`config.mk`:
```
export PLATFORM = sky130hd
export DESIGN_NAME = sead_encoder_pipe
export DESIGN_NICKNAME = d
export VERILOG_FILES = /design/src/rtl/sead_encoder_pipe.sv
export SDC_FILE = /design/constraint.sdc
export NUM_CORES = 1
export LEC_CHECK = 0
export ABC_AREA = 1
export ABC_CLOCK_PERIOD_IN_PS = 1970
export CAP_MARGIN = 25
export CORE_UTILIZATION = 40
export DETAILED_ROUTE_END_ITERATION = 16
export MAX_ROUTING_LAYER = met4
export PLACE_DENSITY = 0.65
export SETUP_SLACK_MARGIN = 0.4
export SLEW_MARGIN = 20
export SYNTH_ARGS = -nofsm -noshare
export SYNTH_HDL_FRONTEND = slang
export SYNTH_SLANG_ARGS = --single-unit
```
`constraint.sdc`:
```
create_clock -name clk -period 1.97 [get_ports clk]
set_clock_uncertainty 0.1 [all_clocks]
set_input_delay 0.591 -clock clk [delete_from_list [all_inputs] [get_ports clk]]
set_output_delay 0.591 -clock clk [all_outputs]
set_load 0.02 [all_outputs]
```
`src/rtl/sead_encoder_pipe.sv`:
```
// sead_encoder_pipe
//   Two-stage valid/ready pipeline that computes per-chunk SEC-DED parity for
//   the protected datapath (register file / data-memory write ports).
//   S1 captures the word together with its chunked (optionally interleaved) bit
//   layout. S2 captures the unmodified word plus one encoder_comb result per
//   chunk. The word and its parity leave together on out_*.
//   A saturating counter of output handshakes supports fault-campaign accounting.
//
//   Parity code (encoder_comb):
//     Data bits fill the non-power-of-two Hamming positions 3,5,6,7,9,...
//     Parity bit k (k < PAR_W-1) is the XOR of the data bits whose position has
//     bit k set. The top parity bit is the overall parity of the data bits and
//     the Hamming bits.
//
// Ports
//   clk         rising-edge clock
//   rst         synchronous active-high reset
//   in_valid    upstream word valid
//   in_ready    block accepts a word this cycle
//   in_data     word to protect               [DATA_W]
//   out_valid   encoded word valid
//   out_ready   downstream accepts this cycle
//   out_data    original (non-interleaved) word [DATA_W]
//   out_parity  chunk c parity on [c*PAR_W +: PAR_W]
//   clr_count   synchronous clear of enc_count (wins over an increment)
//   enc_count   saturating count of output handshakes [CNT_W]
module sead_encoder_pipe #(
  parameter int DATA_W     = 32,
  parameter int CHUNK_W    = 11,
  parameter int PAR_W      = 5,
  parameter int INTERLEAVE = 1,
  parameter int CNT_W      = 16,
  localparam int NUM_CHUNKS = (DATA_W + CHUNK_W - 1) / CHUNK_W,
  localparam int PARITY_W   = NUM_CHUNKS * PAR_W
) (
  input  logic                clk,
  input  logic                rst,
  input  logic                in_valid,
  output logic                in_ready,
  input  logic [DATA_W-1:0]   in_data,
  output logic                out_valid,
  input  logic                out_ready,
  output logic [DATA_W-1:0]   out_data,
  output logic [PARITY_W-1:0] out_parity,
  input  logic                clr_count,
  output logic [CNT_W-1:0]    enc_count
);

  localparam int FLAT_W = NUM_CHUNKS * CHUNK_W;

  // SEC-DED parity of one chunk.
  function automatic logic [PAR_W-1:0] encoder_comb(input logic [CHUNK_W-1:0] d);
    logic [PAR_W-1:0] p;
    int j;
    p = '0;
    j = 0;
    for (int pos = 3; pos < (1 << (PAR_W - 1)); pos++) begin
      if (((pos & (pos - 1)) != 0) && (j < CHUNK_W)) begin
        for (int k = 0; k < PAR_W - 1; k++) begin
          if (pos[k]) p[k] ^= d[j];
        end
        j++;
      end
    end
    p[PAR_W-1] = (^d) ^ (^p);
    return p;
  endfunction

  // Chunk layout of the incoming word. Bits above a chunk's populated width
  // stay zero, so short chunks are zero-padded in their MSBs.
  logic [FLAT_W-1:0] chunks_comb;

  if (INTERLEAVE != 0) begin : g_sead
    // Bit i lands in chunk (i % NUM_CHUNKS) at position (i / NUM_CHUNKS), so
    // adjacent bits (a multi-bit upset) fall into different chunks.
    always_comb begin
      // NOTE: default first so every path assigns every bit; no latch is inferred.
      chunks_comb = '0;
      for (int i = 0; i < DATA_W; i++) begin
        chunks_comb[(i % NUM_CHUNKS) * CHUNK_W + i / NUM_CHUNKS] = in_data[i];
      end
    end
  end else begin : g_contig
    always_comb begin
      chunks_comb = '0;
      chunks_comb[DATA_W-1:0] = in_data;
    end
  end

  // Elastic control: a stage advances when it is empty or its consumer takes
  // its word this cycle. in_ready is combinational from out_ready.
  logic s1_v;
  logic s2_adv;
  logic s1_adv;

  assign s2_adv   = !out_valid || out_ready;
  assign s1_adv   = !s1_v || s2_adv;
  assign in_ready = s1_adv;

  // Stage 1: word and chunk layout.
  logic [DATA_W-1:0] s1_data;
  logic [FLAT_W-1:0] s1_chunks;

  always_ff @(posedge clk) begin
    // NOTE: datapath registers are reset too, because out_data/out_parity must read 0 after reset.
    if (rst) begin
      s1_v      <= 1'b0;
      s1_data   <= '0;
      s1_chunks <= '0;
    end else if (s1_adv) begin
      // NOTE: non-blocking assignments keep every register sampling pre-edge values.
      s1_v <= in_valid;
      if (in_valid) begin
        s1_data   <= in_data;
        s1_chunks <= chunks_comb;
      end
    end
  end

  // One encoder per chunk, fed from S1.
  logic [PARITY_W-1:0] s1_par;

  always_comb begin
    s1_par = '0;
    for (int c = 0; c < NUM_CHUNKS; c++) begin
      s1_par[c*PAR_W +: PAR_W] = encoder_comb(s1_chunks[c*CHUNK_W +: CHUNK_W]);
    end
  end

  // Stage 2: drives the outputs. Holding while stalled keeps out_* stable.
  always_ff @(posedge clk) begin
    if (rst) begin
      out_valid  <= 1'b0;
      out_data   <= '0;
      out_parity <= '0;
    end else if (s2_adv) begin
      out_valid <= s1_v;
      if (s1_v) begin
        out_data   <= s1_data;
        out_parity <= s1_par;
      end
    end
  end

  // Saturating handshake counter; a clear beats a same-cycle increment.
  always_ff @(posedge clk) begin
    if (rst || clr_count) begin
      enc_count <= '0;
    end else if (out_valid && out_ready && (enc_count != {CNT_W{1'b1}})) begin
      enc_count <= enc_count + 1'b1;
    end
  end

endmodule

```
==> key figures, run 1 <==
Run status
  • Status: completed

Setup path
  • CP Capture Type: register
  • WP data required: about 2.1 ns
  • Worst setup SP type: register
  • Delay-heaviest family, CP: simple AND/OR/NAND/NOR gates
  • Critical Path Start: enc_count[1]$_SDFFE_PP0P_
  • Crit Path Class: reg2reg
  • Most used cell, CP: nand3_2
  • CP max-delay cell: dfxtp_4
  • Slack of the worst reg-to-reg path: between 0.3 and 0.4 ns
  • Critical R2R Launch: enc_count[1]$_SDFFE_PP0P_
  • Slowest cell delay on critical path: around 0.36 ns
  • CP max FO: 5
  • Worst path cell trace: ha_4 > nand3_2 > nor2_2 > nand3_2 > nand4_1 > buf_4 > nor2_4 > nor2_1 > a2bb2oi_2
  • Bufs and invs on worst path: 1
  • Worst Path Arrival: around 1.8 ns

Yosys
  • Synth area leaders: dfxtp_1 (41%), nand2_1 (13%), o21ai_0 (8.6%)
  • Syn nets: 730
  • Post-Syn Area per Cell: between 6 and 7 um^2
  • Post-synth ARST share: 0%
  • Most common cell in the netlist: nand2_1
  • Synth unique cells: 31
  • Cells after synthesis: between 600 and 700
  • Synth cell count leaders: nand2_1 (166), dfxtp_1 (97), nor2_1 (88)
  • Area leader, netlist: dfxtp_1
  • Ys flop type: dfxtp_1
  • Synth Register Bits: 97
  • EDFF count, synth: 0
  • Cell area after synthesis: about 4700 um^2
  • YS warnings: 0
  • Post-synth top area share: between 40% and 50%
  • Seq/Total Area, Yosys: just over 40%

STA
  • Slew headroom: approximately 80%
  • RSZ-0062 raised after global routing: true
  • Slew Limit Fails: 0
  • Final hold violation count: 0
  • Final setup fails: 0
  • Max Fclk: 607 MHz
  • Final Hold Slack: approximately 0.37 ns
  • Slew @ Worst Pin: about 0.28 ns
  • Final min period: 1.65 ns
  • Worst setup margin: ~0.32 ns
  • Crit share post-route: a little over four fifths

Cells and area
  • Final Non-Filler Cells: just under 1,000
  • # diodes: 0
  • Nets: 862
  • Util after Layout: 61.4%
  • Sequential cell area: roughly 2100 um^2
  • Area of the multi-input gates: 2750 um^2
  • Share of cells above drive strength 1: about 35%
  • # fillers: between 1,000 and 1,500
  • Area Overhead vs Synth: 49.2%

Detailed routing
  • WL met2: 6560 um
  • Via count: about 4,800
  • Wire length on met1: between 5000 and 6000 um
  • Metal3 WL: 468 um
  • DRC violations left: 0
  • ANT nets after route: 0
  • Top Metal Used: met4
  • WL per Instance: 13.2 um
  • Detailed Route Iter0 Violations: around 180
  • First drt pass iteration count: 4
  • Total Wirelength: roughly 13,000 um
  • Vias/cell: around 4.9

Power
  • Pleak: approximately 3.2 nW
  • Power Total: 5.65 mW
  • Power Density: ~800 nW/um^2
  • Worst vdd ir: 0.511 mV

Floorplan
  • Die height: 111 um
  • Die X: 111 um
  • FP Rows: 39
  • Die area: 12,200 um^2
  • I/O Pins: 102
  • Initial Util: 41.2%
  • CORE AREA: between 10,000 and 15,000 um^2

Place
  • DP Worst Slack: -0.538 ns
  • HPWL after DPL: ~8500 um
  • Final Wtd Congestion: about 0.85
  • Number of port buffers: roughly 100
  • Inst Count DP: a little over 900

CTS
  • Clock Latency Late Sink: about 0.35 ns
  • Hold buffers post-CTS: 0
  • Clk buf depth: 2
  • CTS Root Cell: clkbuf_16
  • Total CTS buffers: 9
  • H-tree depth: 3
  • CTS tree: done
  • Reg clk slew, reported paths: roughly 0.070 ns
  • Clock tree sinks: 97

Global route
  • Gr ovfl total: 0
  • Vias in the first global route: about 4,400
  • Pin count of the biggest net entering global routing: 43
  • GRT Resource Usage Total: between 20% and 30%
  • First-pass GRT wire length: about 20,000 um
  • Initial antenna violation count: 0

Min path
  • Min-delay src: enc_count[14]$_SDFFE_PP0P_
  • Worst hold path type: reg2reg

Job
  • MaxCap Viol Count: 0
## logic make-up after synthesis
group	share of synthesized area, %
simple gates	25.5
compound gates	15.8
buf+inv	9.14
flops	41.1
xor+xnor	8.16
fa+ha+maj	0.265
## area by class of cell
cell class              count  share of cell area, %
flip-flops and latches     97                   29.8
multi-input cells         489                   39.1
inverters                  72                   4.21
clock buffers               9                   3.20
repair buffers            155                   19.5
well taps                 143                   2.54
clock inverters             7                   1.67
## metal layers
metal / up-vias / track usage (%)
met5: - / -
met3: 17 / 3.01
met1: 2227 / 24.1
met4: 0 / 8.18
met2: 99 / 34.0
li1: 2466 / -
## registers in the layout (all words and copies together) (netlist names)
register / cells
out_data: 32
s1_data: 31
enc_count: 16
out_parity: 15
out_valid: 1
s1_chunks: 1
s1_v: 1
## path summary, 6_finish.rpt
| check | endpoint | cells past startpoint |
|---|---|---|
| worst max register to register | enc_count[15]$_SDFFE_PP0P_ | 9 |
| worst min-delay path | enc_count[14]$_SDFFE_PP0P_ | 1 |
| worst max-delay path | enc_count[15]$_SDFFE_PP0P_ | 9 |
| worst min register to register | enc_count[14]$_SDFFE_PP0P_ | 1 |
## timing repair
item                                    CTS  global route
pin swaps                                 9            40
gates cloned                              0             4
buffers inserted                          9            18
resized for setup                       362           155
endpoints found under the setup margin  161            74
## where the power goes
part / switching (mW) / total [mW] / internal, mW
combinational: 0.783 / 1.41 / 0.624
clock: 0.787 / 2.03 / 1.24
sequential: 0.143 / 2.22 / 2.07
total: 1.71 / 5.65 / 3.94
## cell usage in the layout (no fill, tap or decap), types with 2 or more instances in the layout
cell type,n
nor3_4,2
xnor2_1,12
dfxtp_1,43
buf_8,2
xnor2_4,3
clkinvlp_4,2
nand2_4,2
a21oi_1,50
o211ai_1,6
o21ai_2,2
clkbuf_16,12
nand3_2,6
inv_4,5
inv_1,54
o21ai_1,10
nand2_1,135
buf_4,69
inv_2,11
clkdlybuf4s50_1,34
a21oi_2,3
o21ai_0,69
nor3_1,3
nor2_2,7
dfxtp_4,35
nand4_1,4
xnor2_2,6
nand3_1,24
nor2_4,2
nor2_1,79
nand2_2,30
buf_12,7
xor2_2,9
xor2_1,14
buf_2,28
buf_6,11
bufinv_16,3
dfxtp_2,19
## per-stage QoR
step | instance area [um^2] | TNS (ns)
2_1_floorplan | 4760 | 0
3_3_place_gp | 6020 | -10.33
3_5_place_dp | 6020 | -12.59
4_1_cts | 6320 | 0
5_1_grt | 7040 | 0
6_report | 7040 | 0
(Power assumes the default switching activity.)
==> inputs of run 2 (changes only) <==
--- a/config.mk
+++ b/config.mk
@@ -6,12 +6,12 @@
 export NUM_CORES = 1
 export LEC_CHECK = 0
 export ABC_AREA = 1
-export ABC_CLOCK_PERIOD_IN_PS = 1970
+export ABC_CLOCK_PERIOD_IN_PS = 1350
 export CAP_MARGIN = 25
 export CORE_UTILIZATION = 40
 export DETAILED_ROUTE_END_ITERATION = 16
 export MAX_ROUTING_LAYER = met4
-export PLACE_DENSITY = 0.65
+export PLACE_DENSITY = 0.68
 export SETUP_SLACK_MARGIN = 0.4
 export SLEW_MARGIN = 20
 export SYNTH_ARGS = -nofsm -noshare
==> constraint.sdc (replaced) <==
create_clock -name clk -period 1.35 [get_ports clk]
set_clock_uncertainty 0.1 [all_clocks]
set_input_delay 0.405 -clock clk [delete_from_list [all_inputs] [get_ports clk]]
set_output_delay 0.405 -clock clk [all_outputs]
set_load 0.02 [all_outputs]
==> key figures, run 2 (synthesized netlist as in run 1, its figures left out) <==
Run status
  • Status: finished with violations (was completed)
  • Failing checks: setup timing

Power
  • Worst vdd ir: 1.36 mV (was 0.511 mV)
  • Combinational share of power: 36.8% (was 24.9%)
  • NetSw: 3.04 mW (was 1.71 mW)
  • Sequential group share of total power: 36.4% (was 39.2%)
  • Power Density: 955 nW/um^2 (was 802 nW/um^2)
  • Pleak: 4.19 nW (was 3.23 nW)
  • Internal cell power: 6.00 mW (was 3.94 mW)
  • Clk pwr share: 26.8% (was 35.9%)
  • Power Total: 9.04 mW (was 5.65 mW)
  • Switching Share: 33.6% (was 30.3%)

Setup path
  • CP Capture Type: register (unchanged)
  • CP max FO: 4 (was 5)
  • Worst Path Arrival: 1.86 ns (was 1.79 ns)
  • Crit Path Class: reg2reg (unchanged)
  • Worst setup SP type: register (unchanged)
  • WP data required: 1.54 ns (was 2.11 ns)

CTS
  • H-tree depth: 3 (unchanged)
  • Clock tree sinks: 97 (unchanged)
  • CTS tree: done (unchanged)
  • Hold buffers post-CTS: 0 (unchanged)
  • Reg clk slew, reported paths: 0.07 ns (about the same)
  • Total CTS buffers: 9 (unchanged)
  • Clock Latency Late Sink: 0.35 ns (about the same)
  • CTS Root Cell: clkbuf_16 (unchanged)
  • Clk buf depth: 2 (unchanged)

STA
  • Slew @ Worst Pin: 0.308 ns (was 0.280 ns)
  • Slew Limit Fails: 0 (unchanged)
  • Slew headroom: 79.5% (was 81.2%)
  • Final setup fails: 67 (was 0)
  • Crit share post-route: 124% (was 83.7%)
  • RSZ-0062 raised after global routing: true (unchanged)
  • Final hold violation count: 0 (unchanged)
  • TNS Setup: -5.79 ns (was 0 ns)
  • Worst setup margin: -0.317 ns (was 0.322 ns)
  • Final min period: 1.67 ns (was 1.65 ns)
  • Max Fclk: 600 MHz (was 607 MHz)

Detailed routing
  • ANT nets after route: 0 (unchanged)
  • WL per Instance: 16.3 um (was 13.2 um)
  • Vias/cell: 5.23 (was 4.95)
  • First drt pass iteration count: 5 (was 4)
  • Detailed Route Iter0 Violations: 308 (was 183)
  • Total Wirelength: 17,800 um (was 12,900 um)
  • Via count: 5,715 (was 4,809)
  • DRC violations left: 0 (unchanged)

Cells and area
  • Area Overhead vs Synth: 100% (was 49.2%)
  • Util after Layout: 82.5% (was 61.4%)
  • Final Non-Filler Cells: 1,093 (was 972)
  • Share of cells above drive strength 1: 63.8% (was 34.6%)
  • Most frequent cells in the layout: buf_4 (117), nand2_1 (106), buf_6 (92), dfxtp_2 (62), nor2_1 (54) (was nand2_1 (135), nor2_1 (79), o21ai_0 (69), buf_4 (69), inv_1 (54))
  • Commonest non-fill, non-tap cell in the layout: buf_4 (was nand2_1)
  • Largest regs: out_data x32, s1_data x31, enc_count x16 (unchanged)
  • Nets: 983 (was 862)
  • Max reg flops: 32 (unchanged)
  • Register with the highest flop count: out_data (unchanged)

Floorplan
  • CORE AREA: 11,500 um^2 (unchanged)
  • I/O Pins: 102 (unchanged)
  • Initial Util: 41.2% (unchanged)
  • FP Rows: 39 (unchanged)
  • Die height: 111 um (unchanged)
  • Die X: 111 um (unchanged)
  • Die area: 12,200 um^2 (unchanged)

Place
  • HPWL after DPL: 9150 um (was 8460 um)
  • DP Worst Slack: -0.885 ns (was -0.538 ns)
  • Final Wtd Congestion: 0.930 (was 0.850)
  • Inst Count DP: 1,015 (was 925)
  • Number of port buffers: 101 (unchanged)

Global route
  • Vias in the first global route: 5,541 (was 4,380)
  • Pin count of the biggest net entering global routing: 36 (was 43)
  • GRT Resource Usage Total: 26.8% (was 20.1%)
  • Gr ovfl total: 0 (unchanged)
  • First-pass GRT wire length: 25,900 um (was 19,700 um)
  • Initial antenna violation count: 1 (was 0)

Min path
  • Worst hold path type: reg2reg (unchanged)

Job
  • MaxCap Viol Count: 0 (unchanged)
-- run 2: final cells by class --
| class | count | area [um^2] |
|---|---|---|
| Timing Repair inverter | 2 | 36.3 |
| Sequential cell | 97 | 2140 |
| Tap cell | 143 | 179 |
| Timing Repair Buffer | 274 | 2930 |
| Inverter | 72 | 339 |
| Clock buffer | 12 | 246 |
| Clock inverter | 3 | 17.5 |
| Antenna cell | 1 | 2.50 |
| Fill cell | 639 | 2010 |
| Multi-Input combinational cell | 489 | 3580 |
-- run 2: per-stage QoR --
stage / hold slack [ns] / area (um^2)
2_1_floorplan: 0.358 / 5290
3_3_place_gp: 0.364 / 7060
3_5_place_dp: 0.378 / 7060
4_1_cts: 0.392 / 8650
5_1_grt: 0.426 / 9460
6_report: 0.394 / 9460
-- run 2: critical path, stage by stage, from the launching register on --
cell      delay (ns)
dfxtp_4         0.41
xor2_1          0.25
nand2_1         0.14
nand2_4         0.11
nand2_2         0.06
nand3b_1        0.10
nand2_1         0.06
nand2_1         0.08
nand2_1         0.06
nand2_1         0.05
nand2_1         0.06
a21oi_2         0.12
-- run 2: repair_timing --
action / CTS / global route
buffers inserted: 31 / 18
resized for setup: 642 / 170
pin swaps: 78 / 61
setup endpoints to repair: 162 / 162
gates cloned: 11 / 2
-- run 2: power by group through the flow --
stage,clock network (mW),registers (mW),logic [mW]
after floorplan,0,3.38,1.31
after global placement,0,3.28,2.20
after detailed placement,0,3.28,2.25
after CTS,2.42,3.27,2.85
after global routing,2.57,3.31,3.55
final,2.42,3.29,3.32
-- run 2: layer usage --
layer / wire length [um] / GRT usage, %
met1: 6990 / 29.4
met2: 9520 / 47.1
met3: 762 / 4.65
met4: 524 / 12.9
met5: 0 / -
-- run 2: final timing paths --
kind                             startpoint                    endpoint  slack [ns]  cells after the start
setup / recovery   s1_data[16]$_SDFFE_PP0P_  out_parity[9]$_SDFFE_PP0P_       -0.32                     11
setup reg to reg   s1_data[16]$_SDFFE_PP0P_  out_parity[9]$_SDFFE_PP0P_       -0.32                     11
hold / removal    out_data[16]$_SDFFE_PP0P_   out_data[16]$_SDFFE_PP0P_        0.39                      2
hold reg to reg   out_data[16]$_SDFFE_PP0P_   out_data[16]$_SDFFE_PP0P_        0.39                      2
